--- config.mk ---
export PLATFORM = sky130hd
export DESIGN_NAME = bcd_digit_sequencer
export DESIGN_NICKNAME = d
export VERILOG_FILES = /design/src/rtl/bcd_digit_sequencer_pkg.sv /design/src/rtl/bcd_digit_sequencer_add3.sv /design/src/rtl/bcd_digit_sequencer.sv
export SDC_FILE = /design/constraint.sdc
export NUM_CORES = 1
export LEC_CHECK = 0
export ABC_AREA = 1
export CORE_ASPECT_RATIO = 1.1
export CORE_MARGIN = 1
export CORE_UTILIZATION = 25
export CTS_CLUSTER_SIZE = 40
export DETAILED_ROUTE_END_ITERATION = 16
export HOLD_SLACK_MARGIN = 0.08
export PLACE_DENSITY = 0.38
export SLEW_MARGIN = 10
export SYNTH_ARGS = -nofsm -noshare
export SYNTH_HDL_FRONTEND = slang
export SYNTH_HIERARCHICAL = 1
export SYNTH_SLANG_ARGS = --single-unit
--- constraint.sdc ---
create_clock -name clk -period 4.4 [get_ports clk]
set_clock_uncertainty 0.05 [all_clocks]
set_input_delay 0.44 -clock clk [delete_from_list [all_inputs] [get_ports clk]]
set_output_delay 0.44 -clock clk [all_outputs]
set_load 0.03 [all_outputs]
--- src/rtl/bcd_digit_sequencer_pkg.sv ---
// Shared types and helpers for the BCD digit sequencer: FSM state encoding,
// nibble width and constant-evaluable sizing functions.
package bcd_digit_sequencer_pkg;

  localparam int NIBBLE_W = 4;

  typedef enum logic [1:0] {
    IDLE    = 2'd0,
    CONVERT = 2'd1,
    SHOW    = 2'd2,
    GAP     = 2'd3
  } state_e;

  function automatic int clog2(input int v);
    int r;
    r = 0;
    while ((longint'(1) << r) < longint'(v)) r = r + 1;
    return r;
  endfunction

  function automatic int max2(input int a, input int b);
    return (a > b) ? a : b;
  endfunction

endpackage

--- src/rtl/bcd_digit_sequencer_add3.sv ---
// Double-dabble correction for one BCD nibble: values of 5 or more get +3
// so the following left shift carries correctly into the next decade.
module bcd_add3
  import bcd_digit_sequencer_pkg::*;
(
  input  logic [NIBBLE_W-1:0] nibble_i,
  output logic [NIBBLE_W-1:0] nibble_o
);

  always_comb begin
    nibble_o = nibble_i;
    if (nibble_i >= 4'd5) nibble_o = nibble_i + 4'd3;
  end

endmodule

--- src/rtl/bcd_digit_sequencer.sv ---
// Serial binary-to-BCD converter that then presents the decimal digits one at
// a time (MSD first, leading zeros suppressed) with a hold and a blank gap.
module bcd_digit_sequencer
  import bcd_digit_sequencer_pkg::*;
#(
  parameter int WIDTH      = 8,
  parameter int NDIGITS    = 3,
  parameter int HOLD_COUNT = 10_000_000,
  parameter int GAP_COUNT  = 2_000_000,
  localparam int IDX_W     = clog2(NDIGITS) + 1
) (
  input  logic             clk,
  input  logic             rst_n,
  input  logic             start_i,
  input  logic [WIDTH-1:0] value_i,
  output logic             busy_o,
  output logic [3:0]       digit_o,
  output logic             digit_valid_o,
  output logic [IDX_W-1:0] digit_index_o,
  output logic             done_o,
  output state_e           state_o
);

  localparam int BCD_W = NDIGITS * NIBBLE_W;
  localparam int CNT_W = clog2(max2(HOLD_COUNT, GAP_COUNT) + 1);
  localparam int BIT_W = clog2(WIDTH + 1);
  localparam logic [CNT_W-1:0] HOLD_LAST = CNT_W'(HOLD_COUNT - 1);
  localparam logic [CNT_W-1:0] GAP_LAST  = CNT_W'((GAP_COUNT > 0) ? GAP_COUNT - 1 : 0);
  localparam logic [BIT_W-1:0] BIT_LAST  = BIT_W'(WIDTH - 1);

  state_e             state_q, state_d;
  logic [WIDTH-1:0]   bin_q, bin_d;
  logic [BCD_W-1:0]   bcd_q, bcd_d;
  logic [BIT_W-1:0]   bit_q, bit_d;
  logic [CNT_W-1:0]   cnt_q, cnt_d;
  logic [IDX_W-1:0]   pos_q, pos_d;
  logic [IDX_W-1:0]   idx_q, idx_d;
  logic               done_q, done_d;

  logic [BCD_W-1:0]   bcd_adj;
  logic [BCD_W-1:0]   bcd_shift;
  logic [WIDTH-1:0]   bin_shift;
  logic [IDX_W-1:0]   first_pos;
  logic [3:0]         cur_nib;

  for (genvar g = 0; g < NDIGITS; g++) begin : g_add3
    bcd_add3 u_add3 (
      .nibble_i (bcd_q[g*NIBBLE_W +: NIBBLE_W]),
      .nibble_o (bcd_adj[g*NIBBLE_W +: NIBBLE_W])
    );
  end

  assign {bcd_shift, bin_shift} = {bcd_adj, bin_q} << 1;

  // Most significant nonzero nibble of the final result; 0 maps to nibble 0.
  always_comb begin
    first_pos = '0;
    for (int i = 0; i < NDIGITS; i++) begin
      if (bcd_shift[i*NIBBLE_W +: NIBBLE_W] != '0) first_pos = IDX_W'(i);
    end
  end

  always_comb begin
    cur_nib = '0;
    for (int i = 0; i < NDIGITS; i++) begin
      if (pos_q == IDX_W'(i)) cur_nib = bcd_q[i*NIBBLE_W +: NIBBLE_W];
    end
  end

  always_comb begin
    state_d = state_q;
    bin_d   = bin_q;
    bcd_d   = bcd_q;
    bit_d   = bit_q;
    cnt_d   = cnt_q;
    pos_d   = pos_q;
    idx_d   = idx_q;
    done_d  = 1'b0;
    unique case (state_q)
      IDLE: begin
        if (start_i) begin
          bin_d   = value_i;
          bcd_d   = '0;
          bit_d   = '0;
          cnt_d   = '0;
          state_d = CONVERT;
        end
      end
      CONVERT: begin
        bin_d = bin_shift;
        bcd_d = bcd_shift;
        if (bit_q == BIT_LAST) begin
          bit_d   = '0;
          cnt_d   = '0;
          pos_d   = first_pos;
          idx_d   = '0;
          state_d = SHOW;
        end else begin
          bit_d = bit_q + BIT_W'(1);
        end
      end
      SHOW: begin
        if (cnt_q == HOLD_LAST) begin
          cnt_d = '0;
          if (GAP_COUNT > 0) begin
            state_d = GAP;
          end else if (pos_q == '0) begin
            idx_d   = '0;
            done_d  = 1'b1;
            state_d = IDLE;
          end else begin
            pos_d = pos_q - IDX_W'(1);
            idx_d = idx_q + IDX_W'(1);
          end
        end else begin
          cnt_d = cnt_q + CNT_W'(1);
        end
      end
      GAP: begin
        if (cnt_q == GAP_LAST) begin
          cnt_d = '0;
          if (pos_q == '0) begin
            idx_d   = '0;
            done_d  = 1'b1;
            state_d = IDLE;
          end else begin
            pos_d   = pos_q - IDX_W'(1);
            idx_d   = idx_q + IDX_W'(1);
            state_d = SHOW;
          end
        end else begin
          cnt_d = cnt_q + CNT_W'(1);
        end
      end
      default: state_d = IDLE;
    endcase
  end

  always_ff @(posedge clk or negedge rst_n) begin
    if (!rst_n) begin
      state_q <= IDLE;
      bin_q   <= '0;
      bcd_q   <= '0;
      bit_q   <= '0;
      cnt_q   <= '0;
      pos_q   <= '0;
      idx_q   <= '0;
      done_q  <= 1'b0;
    end else begin
      state_q <= state_d;
      bin_q   <= bin_d;
      bcd_q   <= bcd_d;
      bit_q   <= bit_d;
      cnt_q   <= cnt_d;
      pos_q   <= pos_d;
      idx_q   <= idx_d;
      done_q  <= done_d;
    end
  end

  // Outputs decode directly from registered state so reset clears them at once.
  assign busy_o        = (state_q != IDLE);
  assign digit_valid_o = (state_q == SHOW);
  assign digit_o       = digit_valid_o ? cur_nib : 4'd0;
  assign digit_index_o = idx_q;
  assign done_o        = done_q;
  assign state_o       = state_q;

endmodule

==> metrics.md <==
| Metric | Value |
|---|---|
| Status | completed |
| Die Y | 131 um |
| Routed wire length | 10,500 um |
| CP Buf/Inv Count | 3 |
| Power Total | 1.26 mW |
| Pre-CTS setup slack | 2.00 ns |
| Measured slew at the worst slew-check pin | 0.778 ns |
| Final ANT Viol Nets | 0 |
| Pwr/cell area | 280 nW/um^2 |
| Cells after Synth | 526 |
| Worst path cell trace | inv_1 -> ha_1 -> inv_1 -> nor2_1 -> nand2_1 -> a31oi_1 -> clkdlybuf4s50_1 |
| Die X | 119 um |
| Crit path required time | 3.91 ns |
| Area delta synth->final | 18.6% |
| Slew headroom | 48.1% |
| CTS max path bufs | 2 |
| Startpoint Class | register |
| Mean post-synth cell area | 7.22 sq um |
| TritonCTS clock tree | done |
| Initial antenna violation count | 0 |
| Core ar. | 14,600 sq um |
| First-pass GRT wire length | 17,400 um |
| Syn nets | 550 |
| Clk_lat worst skew | 0.35 ns |
| Antenna Cells | 0 |
| CTS H-tree lvls | 3 |
| # setup viols final | 0 |
| Initial Utilization | 26.0% |
| Die area | 15,700 sq um |
| Num CTS Buffers | 9 |
| Cts hold-fix bufs | 0 |
| Share of cells above drive strength 1 | 9.93% |
| Critical path data arrival time | 2.31 ns |
| CP endpoint kind | output port |
| VDD IR-drop max | 0.155 mV |
| Leakage power | 2.11 nW |
| Reg2reg setup slack | 2.21 ns |
| Final nets | 574 |
| Routability Congestion | 0.825 |
| Accumulated negative setup slack | 0 ns |
| Most used cell, CP | inv_1 |
| Largest net degree at the start of global routing | 58 |
| IO Count | 23 |
| Setup bufs post-CTS | 0 |
| Period utilization | 63.5% |
| Number of remaining DRC errors | 0 |
| PnR worst setup slack | 1.60 ns |
| Root buffer cell | clkbuf_16 |
| Hold crit path type | in -> async |
| Synth Warn # | 6 |
| First-pass detailed-route iteration total | 4 |
| DR iter-0 viols | 176 |
| Vias in the first global route | 3,355 |
| Total gr overflow | 0 |
| Fin. Hold Viols | 0 |
| Critical Path Slowest Stage Cell | clkdlybuf4s50_1 |
| Multi-input gate area in the final layout | 2060 sq um |
| Final slew viol count | 0 |
| FILL cells | 1,616 |
| PostCTS Resize Cnt | 0 |
| FMAX | 358 MHz |
| HPWL Detailed | 7630 um |
| Reg2reg start | state_o[0]$_DFFE_PN0P_ |
| Max cap viols | 0 |
| Worst Reg-to-Reg Cells | 6 |
| FF/Latch Area | 1430 sq um |
| Fin crit period | 2.80 ns |
| Via density | 4.61 |
| Vias | 3,436 |
| CP peak stage delay | 0.71 ns |
| DR WL/cell | 14.0 um |
| RSZ-0062 raised after global routing | no |
| FF-to-FF End | bit_q[1]$_DFFE_PN0P_ |
| Global-route usage over all layers | 14.3% |
| Top delay family on crit path | buffers and inverters |
| Clock sinks | 57 |
| IO buf count | 22 |
| Crit-path max FO | 5 |
| CTS clk-pin slew, worst paths | 0.05 ns |
| Syn Std Cell Area | 3800 sq um |
| Core Rows | 46 |
| Worst setup path class | reg -> out |
-- final cells by class --
cell class | count | area share [%]
repair buffers | 24 | 5.11
clock buffers | 10 | 5.31
inverters | 64 | 5.45
clock inverters | 5 | 1.25
well taps | 192 | 5.34
multi-input cells | 394 | 45.9
flip-flops and latches | 57 | 31.7
-- through the flow --
step / hold WS, ns / cells / util [%] / instance area (sq um)
after floorplan: 0.0944 / 526 / - / 3800
after global placement: 0.414 / 731 / 28.8 / 4210
after detailed placement: 0.423 / 731 / 28.8 / 4210
after CTS: 0.255 / 746 / 30.8 / 4500
after global routing: 0.301 / 746 / 30.8 / 4500
final: 0.221 / 746 / 30.8 / 4500
-- power breakdown --
group / total, mW / internal (mW) / leakage (nW) / switching, mW
clock network: 0.713 / 0.449 / 0.144 / 0.264
logic: 0.0218 / 0.00907 / 1.31 / 0.0127
registers: 0.525 / 0.525 / 0.661 / 0
-- state kept, by name (all words and copies together), names as in the netlist --
register       count
digit_index_o      3
cnt_q             24
bin_q              8
bcd_q             12
state_o            2
bit_q              4
done_o             1
pos_q              3
-- routing by layer --
metal | wire length, um | vias to the layer above | share of wire, % | GRT usage (%)
met3 | 363 | 20 | 3.5 | 3.82
met1 | 4900 | 1612 | 47 | 17.5
met2 | 4980 | 46 | 48 | 23.7
met5 | 0 | - | 0 | 0
met4 | 232 | 0 | 2.2 | 5.83
li1 | - | 1758 | - | -
-- cell usage in the layout, fill, tap and decap left out, types with 9 or more instances in the layout --
| cell | instances |
|---|---|
| nand2_1 | 127 |
| xor2_1 | 9 |
| dfrtp_1 | 57 |
| clkdlybuf4s50_1 | 21 |
| nor2_1 | 82 |
| ha_1 | 13 |
| inv_1 | 56 |
| o21ai_0 | 43 |
| clkbuf_16 | 9 |
| nand3_1 | 38 |
| nand4_1 | 20 |
-- worst max-delay path by stage --
stage	from	end	cells after the start
2_1_floorplan	state_o[1]$_DFFE_PN0P_	digit_o[0]	5
3_3_place_gp	pos_q[1]$_DFFE_PN0P_	digit_o[3]	7
3_5_place_dp	state_o[1]$_DFFE_PN0P_	digit_o[1]	6
4_1_cts	state_o[1]$_DFFE_PN0P_	digit_o[1]	6
5_1_grt	pos_q[1]$_DFFE_PN0P_	digit_o[1]	7
6_report	pos_q[1]$_DFFE_PN0P_	digit_o[1]	7
No activity file was read; power rests on OpenSTA's default activity.
